==> config.mk <==
export PLATFORM = sky130hd
export DESIGN_NAME = apb_wait_slave
export DESIGN_NICKNAME = d
export VERILOG_FILES = /design/src/rtl/apb_wait_slave.sv
export SDC_FILE = /design/constraint.sdc
export NUM_CORES = 1
export LEC_CHECK = 0
export CORE_UTILIZATION = 30
export CTS_BUF_LIST = sky130_fd_sc_hd__clkbuf_8
export CTS_CLUSTER_DIAMETER = 30
export DETAILED_ROUTE_END_ITERATION = 6
export HOLD_SLACK_MARGIN = 0.05
export PLACE_DENSITY = 0.46
export REMOVE_ABC_BUFFERS = 1
export SLEW_MARGIN = 0
export SYNTH_ARGS = -nofsm -noshare
export SYNTH_HDL_FRONTEND = slang
export SYNTH_SLANG_ARGS = --single-unit
==> constraint.sdc <==
create_clock -name PCLK -period 3.2 [get_ports PCLK]
set_input_delay 0.64 -clock PCLK [delete_from_list [all_inputs] [get_ports PCLK]]
set_output_delay 0.64 -clock PCLK [all_outputs]
set_load 0.005 [all_outputs]
==> src/rtl/apb_wait_slave.sv <==
// apb_wait_slave
// APB completer backed by a small register file, with a fixed number of
// wait states in the access phase and an error response for words beyond
// the implemented depth. PREADY/PSLVERR/PRDATA are decoded from registered
// state only, so the bus inputs never reach them combinationally.
module apb_wait_slave #(
    parameter int ADDR_W      = 7,
    parameter int DATA_W      = 8,
    parameter int MEM_DEPTH   = 48,
    parameter int WAIT_CYCLES = 2
) (
    input  logic              PCLK,
    input  logic              PRESET,
    input  logic              PSELECT,
    input  logic              PENABLE,
    input  logic              PWRITE,
    input  logic [ADDR_W-1:0] PADDR,
    input  logic [DATA_W-1:0] PWDATA,
    output logic [DATA_W-1:0] PRDATA,
    output logic              PREADY,
    output logic              PSLVERR,
    output logic [7:0]        xfer_cnt
);

    localparam int IDX_W = ADDR_W - 1;

    typedef enum logic [1:0] {
        IDLE   = 2'd0,
        SETUP  = 2'd1,
        ACCESS = 2'd2
    } state_t;

    state_t              r_state;
    state_t              w_nextState;
    logic [IDX_W-1:0]    r_idx;
    logic                r_write;
    logic [DATA_W-1:0]   r_wdata;
    logic [7:0]          r_wcnt;
    logic [7:0]          r_xferCnt;
    logic [DATA_W-1:0]   r_mem [MEM_DEPTH];

    logic                w_latch;
    logic                w_wcntClr;
    logic                w_wcntInc;
    logic                w_complete;
    logic                w_ready;
    logic                w_err;
    logic [31:0]         w_idxWide;
    logic                w_unusedSelBit;

    // The address MSB selects this slave upstream; the slave itself ignores it.
    assign w_unusedSelBit = PADDR[ADDR_W-1];

    // Ready and error decoded purely from the latched copy of the transfer.
    assign w_idxWide = 32'(r_idx);
    assign w_err     = (w_idxWide >= 32'(MEM_DEPTH));
    assign w_ready   = (r_state == ACCESS) && (r_wcnt == 8'(WAIT_CYCLES));

    assign PREADY   = w_ready;
    assign PSLVERR  = w_ready && w_err;
    assign PRDATA   = (w_ready && !r_write && !w_err) ? r_mem[r_idx] : '0;
    assign xfer_cnt = r_xferCnt;

    // Next-state and datapath control for the IDLE/SETUP/ACCESS handshake.
    always_comb begin
        w_nextState = r_state;
        w_latch     = 1'b0;
        w_wcntClr   = 1'b0;
        w_wcntInc   = 1'b0;
        w_complete  = 1'b0;
        case (r_state)
            IDLE: begin
                if (PSELECT && !PENABLE) begin
                    w_nextState = SETUP;
                    w_latch     = 1'b1;
                end
            end
            SETUP: begin
                if (!PSELECT) begin
                    w_nextState = IDLE;
                end else if (PENABLE) begin
                    w_nextState = ACCESS;
                    w_wcntClr   = 1'b1;
                end else begin
                    w_latch = 1'b1;
                end
            end
            ACCESS: begin
                if (w_ready) begin
                    w_complete = 1'b1;
                    if (PSELECT && !PENABLE) begin
                        w_nextState = SETUP;
                        w_latch     = 1'b1;
                    end else begin
                        w_nextState = IDLE;
                    end
                end else if (PSELECT && PENABLE) begin
                    w_wcntInc = 1'b1;
                end else begin
                    w_nextState = IDLE;
                end
            end
            default: begin
                w_nextState = IDLE;
            end
        endcase
    end

    // State, latched bus copy, wait counter and transfer counter.
    always_ff @(posedge PCLK) begin
        if (PRESET) begin
            r_state   <= IDLE;
            r_idx     <= '0;
            r_write   <= 1'b0;
            r_wdata   <= '0;
            r_wcnt    <= '0;
            r_xferCnt <= '0;
        end else begin
            r_state <= w_nextState;
            if (w_latch) begin
                r_idx   <= PADDR[IDX_W-1:0];
                r_write <= PWRITE;
                r_wdata <= PWDATA;
            end
            if (w_wcntClr) begin
                r_wcnt <= '0;
            end else if (w_wcntInc) begin
                r_wcnt <= r_wcnt + 8'd1;
            end
            if (w_complete) begin
                r_xferCnt <= r_xferCnt + 8'd1;
            end
        end
    end

    // Register file: cleared on reset, written only by a successful completing write.
    always_ff @(posedge PCLK) begin
        if (PRESET) begin
            for (int i = 0; i < MEM_DEPTH; i++) begin
                r_mem[i] <= '0;
            end
        end else if (w_complete && r_write && !w_err) begin
            r_mem[r_idx] <= r_wdata;
        end
    end

endmodule
Word level (Yosys, flattened, before mapping)
Memory sizes are Yosys's and may differ from the RTL's. A register that Yosys moved wholly into a read port is not among the register bits.
Index checks and enable logic that the tools add are counted.
{ "word_totals": {"ff_bits": 33, "ramBits": 384, "out_inout_bits": 18, "wordCells": 62, "n_memories": 1} }
{ "memory_table": {"columns": ["memory", "depth", "word_bits", "read_ports", "rd_ports_with_merged_regs", "wr", "line_no", "text"], "rows": [
  ["r_mem", 48, 8, 1, 1, 48, "40", "logic [DATA_W-1:0] r_mem [MEM_DEPTH];"]
]} }
{ "op_classes": {"n_addsub": 2, "n_lt_le_gt_ge": 1, "eq_ne": 6, "muxes": 31, "n_reduce_logical": 15} }
{ "op_table": {"columns": ["op", "count"], "rows": [
  ["$mux 1", 19],
  ["$mux 6", 3],
  ["$add 8x1->8 const B", 2],
  ["$mux 8", 2],
  ["$mux 2", 5],
  ["$eq 8x2->1 const B", 1],
  ["$logic_and 1x1->1", 8],
  ["$reduce_or 8->1", 1],
  ["$ge 6x6->1 const B", 1],
  ["$ne 3x3->1 const B", 2],
  ["$pmux 2 s3", 1],
  ["$logic_not 1->1", 3],
  ["$pmux 1 s3", 1],
  ["$reduce_and 3->1", 1],
  ["$eq 2x1->1 const B", 1],
  ["$eq 2x2->1 const B", 1],
  ["$logic_not 2->1", 1],
  ["$ne 2x2->1 const B", 1],
  ["$reduce_or 2->1", 1]
]} }

Longest topological paths before layout
{ "logic_depth": {"depth_word": 11, "depth_mapped": 10, "ltp_nobuf": 7} }

Worst setup path after synthesis
No wires, ideal clock.
{ "synth_timing": {"path_type": "register to output", "startpoint": "register r_wcnt[0]", "endpoint": "output PRDATA[0]", "arrival_time_ns": 2.317, "required_ns": 2.560, "path_slack_ns": 0.243, "stages_incl_launch_ff": 9, "n_path_buf": 1, "path_cell_list": "dfxtp_1 inv_1 ha_1 or4b_1 buf_2 nor3_2 nand3b_1 a2111oi_0 a221o_1"} }
{ "synth_via": {"elab_chain_len": 5} }
{ "synth_rtl": {"columns": ["element", "line_no", "text"], "rows": [
  ["from (decl)", "38", "logic [7:0] r_wcnt;"],
  ["from (signal assigned)", "128", "r_wcnt <= r_wcnt + 8'd1;"],
  ["$eq 8x2->1", "57", "assign w_ready = (r_state == ACCESS) && (r_wcnt == 8'(WAIT_CYCLES));"],
  ["$logic_and 1x1->1", "57", null],
  ["via PREADY", "20", "output logic PREADY,"],
  ["$logic_and 1x1->1 (2 in series)", "61", "assign PRDATA = (w_ready && !r_write && !w_err) ? r_mem[r_idx] : '0;"],
  ["$mux 8", "61", null],
  ["to (decl)", "19", "output logic [DATA_W-1:0] PRDATA,"]
]} }
The timed path passes the listed nets, and every way through them passes these cells.

==> metrics.txt <==
number of remaining DRC errors=0; root buffer cell=sky130_fd_sc_hd__clkbuf_8; P&R area growth vs syn=26.7%; aggregate routed wire length=59.6 mm; share of power burned in combinational logic=0.054; number of global-route vias before repair=14500; count of cells along the worst register-to-register path=9; simple-gate share of the synthesized area=0.150; GR Util All Layers=0.149; peak supply drop=0.333 mV; most numerous cell in the Yosys netlist=sky130_fd_sc_hd__edfxtp_1; post-synthesis xor/xnor area fraction=0.00506; vertical extent of the die=286 um; wire length of the first global-routing pass=90.7 mm; logic depth of the worst setup path including buffers=8; post-synthesis share of cell area spent on full adders, half adders and majority gates=0.00155; post-detailed-placement half-perimeter wirelength=39.8 mm; slowest CP cell=sky130_fd_sc_hd__mux4_2; Max-cap violations=0; min Tclk post-route=3820 ps; routed via count=13400; Final Worst Setup Slack=-615 ps; clock tree from TritonCTS=done; main area contributors after synthesis=sky130_fd_sc_hd__edfxtp_1 (63%), sky130_fd_sc_hd__mux4_2 (12%), sky130_fd_sc_hd__and2_1 (9.4%); GPL Wtd Cong=0.760; Worst Path Buf+Inv=4; worst endpoint required time=2560 ps; topmost layer with routed signal wires=met4; total power consumption of the routed design=18.3 mW; dominant delay contributor by cell family on the critical path=compound AO/OA/AOI/OAI gates; Core Box Area=0.0795 mm2; final period utilization=1.19; EDFF count, synth=512; Filler cells=7447; Int Pwr=14.2 mW; proportion of synthesized flip-flops having asynchronous set or reset=0; final-stage net count=1872; Synth Warn #=0; register bit total from synthesis=551; Switching Power=4.11 mW; number of standard cells after synthesis=1516; peak clock frequency supported by timing=262 MHz; slowest stage delay, CP=510 ps; dominant combinational cell family by area after synthesis=simple AND/OR/NAND/NOR gates; Synth area leader=sky130_fd_sc_hd__edfxtp_1; total I/O pin count=38; number of routed nets with antenna violations=0; Cell Pwr Density=596 mW/mm2; global route total overflow=0; area used by sequential logic in the layout=0.0162 mm2; share of layout cells above drive strength 1=0.340; setup violators final=8; CTS clk-pin slew, worst paths=60 ps; cells traversed along the worst timing path=buf_4 -> buf_4 -> buf_12 -> mux4_2 -> a22oi_1 -> nand2_1 -> a221o_1 -> buf_2; number of DRC markers in iteration 0=826; Clk Latency, worst-skew pair=740 ps; violated checks=setup timing; Worst path most repeated cell=sky130_fd_sc_hd__buf_4; crit path max fanout=17; Switching Share=0.225; leakage power=11.3 nW; startpoint class of the critical path=register; Die Wd=286 um; detailed-routing wirelength on met1=27.8 mm; endpoint arrival time on the critical path=3180 ps; buffer depth of the longest clock path=3; DR WL met3=2.36 mm; share of power burned in the clock network=0.493; routed length on met2=28.4 mm; Tightest Pin Transition=1080 ps; startpoint-to-endpoint class of the critical path=reg2out; worst hold path type=reg2reg; post-layout instance area=0.0307 mm2; setup clock skew after layout=43.0 ps; initial antenna violation count=2; pre-CTS setup slack=-353 ps; result of the run=finished with violations; detailed-routing iteration count for the pre-antenna-repair pass=5; portion of netlist area occupied by mux cells=0.135; die footprint=0.0819 mm2; total placed instance area=0.0273 mm2; number of standard-cell rows in the floorplan=103; total count of max-transition violations in the final report=0; setup repair after global routing missed its margin=true; area fraction in compound gates after synthesis=0.0242; number of unique standard cell types used by synthesis=52; clock sink count=551; routed length per placed instance=19.8 um; number of H-tree levels=3; number of buffers added by the clock tree synthesis step=121; Vias/cell=4.47; Port Buffer Count=36; maximum number of pins on one net before global-route repair=51; share of the synthesized area in the top cell type=0.634; sequential share of power=0.454; Hold Buf Count CTS=0; starting density of the core=0.305; worst slew margin relative to its limit=0.276; total area of multi-input combinational cells=0.00855 mm2; worst hold path stage count=2; flip-flop cell with the highest count after synthesis=sky130_fd_sc_hd__edfxtp_1; sequential area share after synthesis=0.666; cell types with the highest counts after synthesis=sky130_fd_sc_hd__edfxtp_1 (512), sky130_fd_sc_hd__and2_1 (363), sky130_fd_sc_hd__mux4_2 (127); synthesized area per cell=16.0 um2; accumulated negative setup slack=-4560 ps; kind of end point of the critical path=primary output; number of endpoints with negative hold slack in the final report=0; post-synthesis instance area=0.0242 mm2
[flip-flops by register name (all words and copies together), names as in the netlist, named ones only]
| name | flops |
|---|---|
| r_mem | 512 |
| r_wcnt | 8 |
| r_wdata | 8 |
| xfer_cnt | 8 |
| r_idx | 6 |
| r_state | 2 |
| r_write | 1 |
[cells in the final DEF, fill, tap and decap left out, types with 4 or more instances in the layout]
cell type | Yosys | routed
sky130_fd_sc_hd__clkinvlp_4 | 0 | 10
sky130_fd_sc_hd__mux2i_1 | 26 | 19
sky130_fd_sc_hd__nand2b_1 | 4 | 4
sky130_fd_sc_hd__edfxtp_1 | 512 | 512
sky130_fd_sc_hd__nand3_1 | 8 | 8
sky130_fd_sc_hd__clkinv_2 | 0 | 22
sky130_fd_sc_hd__clkbuf_8 | 0 | 122
sky130_fd_sc_hd__buf_6 | 0 | 9
sky130_fd_sc_hd__nand3b_1 | 7 | 7
sky130_fd_sc_hd__nor2b_1 | 12 | 8
sky130_fd_sc_hd__bufinv_16 | 0 | 24
sky130_fd_sc_hd__dfxtp_1 | 39 | 27
sky130_fd_sc_hd__dfxtp_2 | 0 | 9
sky130_fd_sc_hd__a22oi_1 | 32 | 23
sky130_fd_sc_hd__clkinv_4 | 0 | 6
sky130_fd_sc_hd__mux2i_4 | 0 | 6
sky130_fd_sc_hd__nor2_2 | 42 | 42
sky130_fd_sc_hd__and2_1 | 363 | 363
sky130_fd_sc_hd__a221o_1 | 8 | 7
sky130_fd_sc_hd__mux4_2 | 127 | 127
sky130_fd_sc_hd__mux2_2 | 14 | 4
sky130_fd_sc_hd__and2_2 | 22 | 22
sky130_fd_sc_hd__buf_12 | 0 | 21
sky130_fd_sc_hd__buf_4 | 2 | 117
sky130_fd_sc_hd__a211oi_2 | 0 | 4
sky130_fd_sc_hd__nand4_1 | 5 | 5
sky130_fd_sc_hd__or2_2 | 48 | 48
sky130_fd_sc_hd__a2111oi_4 | 1 | 5
sky130_fd_sc_hd__o22ai_4 | 0 | 4
sky130_fd_sc_hd__inv_1 | 4 | 16
sky130_fd_sc_hd__nand2_1 | 21 | 21
sky130_fd_sc_hd__buf_2 | 14 | 9
sky130_fd_sc_hd__xor2_1 | 7 | 7
sky130_fd_sc_hd__a22oi_2 | 0 | 9
sky130_fd_sc_hd__nor2_1 | 50 | 50
sky130_fd_sc_hd__mux2_4 | 0 | 10
sky130_fd_sc_hd__clkinv_1 | 0 | 27
sky130_fd_sc_hd__clkdlybuf4s50_1 | 0 | 25
sky130_fd_sc_hd__xnor2_1 | 7 | 7
sky130_fd_sc_hd__conb_1 | 1 | 128
[tightest hold or removal path, cell delays in order, from the launching register on]
cell and delay [ps]:
sky130_fd_sc_hd__dfxtp_1 350, sky130_fd_sc_hd__xnor2_1 80, sky130_fd_sc_hd__nor2_1 70
[layer usage]
metal  up-vias  track usage
li1       6273            -
met1      6828        0.203
met2       250        0.239
met3        89       0.0283
met4         0       0.0449
met5         -            0
[power by group through the flow]
stage | logic (mW) | clock network [mW] | registers [mW]
after detailed placement | 0.894 | 0 | 8.45
after CTS | 0.974 | 9.25 | 8.30
after floorplan | 0.492 | 0 | 8.43
after global placement | 0.893 | 0 | 8.43
final | 0.979 | 9.01 | 8.30
after global routing | 1.05 | 9.58 | 8.33
[path summary, 6_finish.rpt]
path,startpoint,endpoint,slack (ps)
hold / removal,r_wcnt[7]$_SDFFE_PP0P_,r_wcnt[7]$_SDFFE_PP0P_,530
setup / recovery,register,PRDATA[2],-620
hold reg to reg,r_wcnt[7]$_SDFFE_PP0P_,r_wcnt[7]$_SDFFE_PP0P_,530
setup reg to reg,r_wcnt[0]$_SDFFE_PP0P_,r_mem[27][3]$_SDFFCE_PN0P_,250
[metrics by stage]
step	hold slack [ps]	util	std cells
after floorplan	477	-	1540
after global placement	496	0.344	2769
after detailed placement	511	0.344	2769
after CTS	471	0.385	3008
after global routing	498	0.386	3006
final	527	0.386	3006
[repair_timing]
action | 4_1_cts | 5_1_grt
endpoints found under the setup margin | 10 | 9
gates cloned | 2 | 0
pin swaps | 15 | 10
resized for setup | 106 | 31
setup buffers | 15 | 0
[kinds of logic after synthesis]
kind of cell	after synthesis
flip-flops	551
adder cells (fa/ha/maj)	3
buffers and inverters	107
AO/OA/AOI/OAI	73
other	1
multiplexers	167
XOR/XNOR	14
AND/OR/NAND/NOR	600
[area by class of cell]
| class | count | share of cell area |
|---|---|---|
| diodes | 1 | 0.0000815 |
| clock buffers | 122 | 0.0547 |
| clock inverters | 107 | 0.0386 |
| inverters | 4 | 0.000489 |
| multi-input cells | 985 | 0.279 |
| flip-flops and latches | 551 | 0.527 |
| well taps | 1050 | 0.0428 |
| repair buffers | 186 | 0.0579 |
(Power assumes the default switching activity.)
==> RTL edit (config.mk and constraints unchanged) <==
The parameter `MEM_DEPTH` goes from 48 to 96.
--- a/src/rtl/apb_wait_slave.sv
+++ b/src/rtl/apb_wait_slave.sv
@@ -7,5 +7,5 @@
     parameter int ADDR_W      = 7,
     parameter int DATA_W      = 8,
-    parameter int MEM_DEPTH   = 48,
+    parameter int MEM_DEPTH   = 96,
     parameter int WAIT_CYCLES = 2
 ) (
Function: not settled (the Yosys comparison gave no result); the edit may change what the design does.
==> RTL edit against the unedited design <==
- the run still ends with setup timing left
- wire length grew 27%
- final area is 4.5% higher
- clock power is 2.3% higher
- setup slack better by 110 ps
- first-iteration DRC count up 33%
- sequential cell count is the same
- highest routed layer is now met5
- total power is 1.7% higher
- synthesized area rose by 4.6%
- combinational power is 11% higher
- non-clock buffer count rose by 85
- clock skew fell by 7.1 ps
==> RTL edit: results (changes against the unedited design) <==
----------------------------------------------------
[Yosys]
  Portion of the post-synthesis area used by sequential elements ... 63.7% (-2.9 points)
  Leading post-synthesis cells by instance count ... and2_1, edfxtp_1, nor2_1
  Leading cell types by total area after synthesis ... edfxtp_1, and2_1, mux4_2
  Post-synth cell types ... 53 (+1.9%)

[Placement]
  Input/output buffers ... 35 (-2.8%)
  Half-perimeter wire length after placement ... 47600 um (+20%)
  Placement Cell Area ... 28200 um2 (+3.2%)
  Weighted congestion reported at the end of routability-driven placement ... 0.794 (+4.4%)

[Run status]
  Failing checks ... setup timing
  Status ... complete, but fails checks

[Drt]
  Vias per std cell ... 4.71 (+5.3%)
  Detailed Routing Iterations Pass 1 ... 5 (unchanged)
  Iteration-0 DRC Markers ... 1095 (+33%)

[STA]
  Worst-case setup margin in the final layout ... -503 ps (+112 ps)
  Final count of negative-setup-slack endpoints ... 8 (unchanged)
  Slew at the pin with the worst max-slew slack ... 951 ps (-131 ps)
  Clock skew ... 35.9 ps (-7.11 ps)

[Power and ir drop]
  Fraction of power spent switching nets ... 23.7% (+1.2 points)
  Maximum vdd drop ... 280 uV (-16%)
  Internal power ... 14.2 mW (about the same)
  Power of the sequential group ... 8.28 mW (about the same)
  Clock distribution power ... 9.22 mW (+2.3%)
  Total leakage power ... 12.0 nW (+6.3%)

[Global routing]
  GRT Resource Usage Total ... 18.0% (+3.1 points)
  Pin count of the biggest net entering global routing ... 80 (+57%)
  Number of antenna violations at the first check in global routing ... 5 (+3)
  Number of global-route vias before repair ... 16067 (+11%)

[Critical path]
  Largest delay share family, worst path ... multiplexers
  Crit path max fanout ... 7 (-10)
  Endpoint arrival time on the critical path ... 3060 ps (-120 ps)

[Min path]
  Path type of the worst min-delay path ... in -> reg

[Clock tree]
  Clock transition at the registers of the reported paths ... 50 ps
  CTS buffer count ... 140 (+16%)
  Clock network latency to the later pin of the worst-skew pair ... 790 ps (+50 ps)

[Finish]
  Count of nets after finishing ... 2074 (+11%)
  Number of filler instances in the final layout ... 7882 (+5.8%)
  Share of cells above drive strength 1 ... 32.5% (-1.5 points)

----------------------------------------------------
==> RTL edit: cell count changes after synthesis, moves of 10 or more <==
cell      before  now
a21oi_1        2   13
or2_2         48   65
mux2i_1       26   66
mux4_2       127  109
nand4_1        5   15
nor2_1        50  110
and2_2        22    0
buf_2         14   26
mux2_2        14    4
a22oi_1       32   21
and2_1       363  516
clkbuf_1      74   93
nor2_2        42    0
nand3_1        8   18
==> RTL edit: final cells by class <==
| type | count | area [um2] | area share [%] |
|---|---|---|---|
| flip-flops and latches | 551 | 16200 | 50.5 |
| multi-input cells | 1084 | 8980 | 28.0 |
| repair buffers | 271 | 2480 | 7.75 |
| clock buffers | 148 | 2040 | 6.35 |
| well taps | 1134 | 1420 | 4.42 |
| clock inverters | 106 | 946 | 2.95 |
| inverters | 3 | 11.3 | 0.0351 |
| diodes | 2 | 5.00 | 0.0156 |
==> RTL edit: cells by family after synthesis <==
logic type      after synthesis  synth area share, %
simple gates                801                 18.6
mux                         179                 12.5
compound gates               86                 2.42
fa+ha+maj                     3                0.148
buf+inv                     134                 2.16
other cells                   1               0.0148
flops                       551                 63.7
xor+xnor                     14                0.484
==> RTL edit: per-layer routing <==
layer	part of all wire, %	vias to the layer above	wire [um]	global-route usage (%)
met2	46	453	34600	27.4
met1	46	7895	35000	24.7
li1	-	7079	-	-
met5	0.016	-	12	0
met4	2.0	2	1530	5.43
met3	6.3	100	4750	5.02
==> RTL edit: what timing repair did <==
action / in CTS / in global routing
pin swaps: 32 / 10
gates cloned: 1 / 0
endpoints found under the setup margin: 9 / 9
gates resized for setup: 123 / 10
setup buffers: 55 / 3
==> RTL edit: worst paths after layout <==
| check | end | start | slack (ps) | cells after the start |
|---|---|---|---|---|
| max | PRDATA[6] | flop | -500 | 8 |
| min | r_wdata[3] | PRESET | 230 | 2 |
| max reg2reg | r_mem[1][5] | r_wcnt[0] | 380 | 8 |
| min reg2reg | xfer_cnt[7] | xfer_cnt[7] | 510 | 2 |
==> RTL edit: worst reg2reg max path, stage by stage, from the launching register on <==
cell,delay (ps)
dfxtp_2,310
inv_1,50
ha_1,130
or4b_4,480
buf_4,190
nor4b_4,330
nand2_1,410
nor2_1,240
or2_2,350
==> RTL edit: metrics by stage <==
stage | util (%) | hold slack, ps | instances | setup TNS (ps) | setup slack [ps]
4_1_cts | 38.2 | 162 | 3294 | -4020 | -567
6_report | 38.3 | 229 | 3299 | -3410 | -503
3_3_place_gp | 33.7 | 505 | 2989 | -1740 | -256
2_1_floorplan | - | 486 | 1638 | -24010 | -3130
3_5_place_dp | 33.7 | 501 | 2989 | -1670 | -291
5_1_grt | 38.3 | 195 | 3298 | -4550 | -613
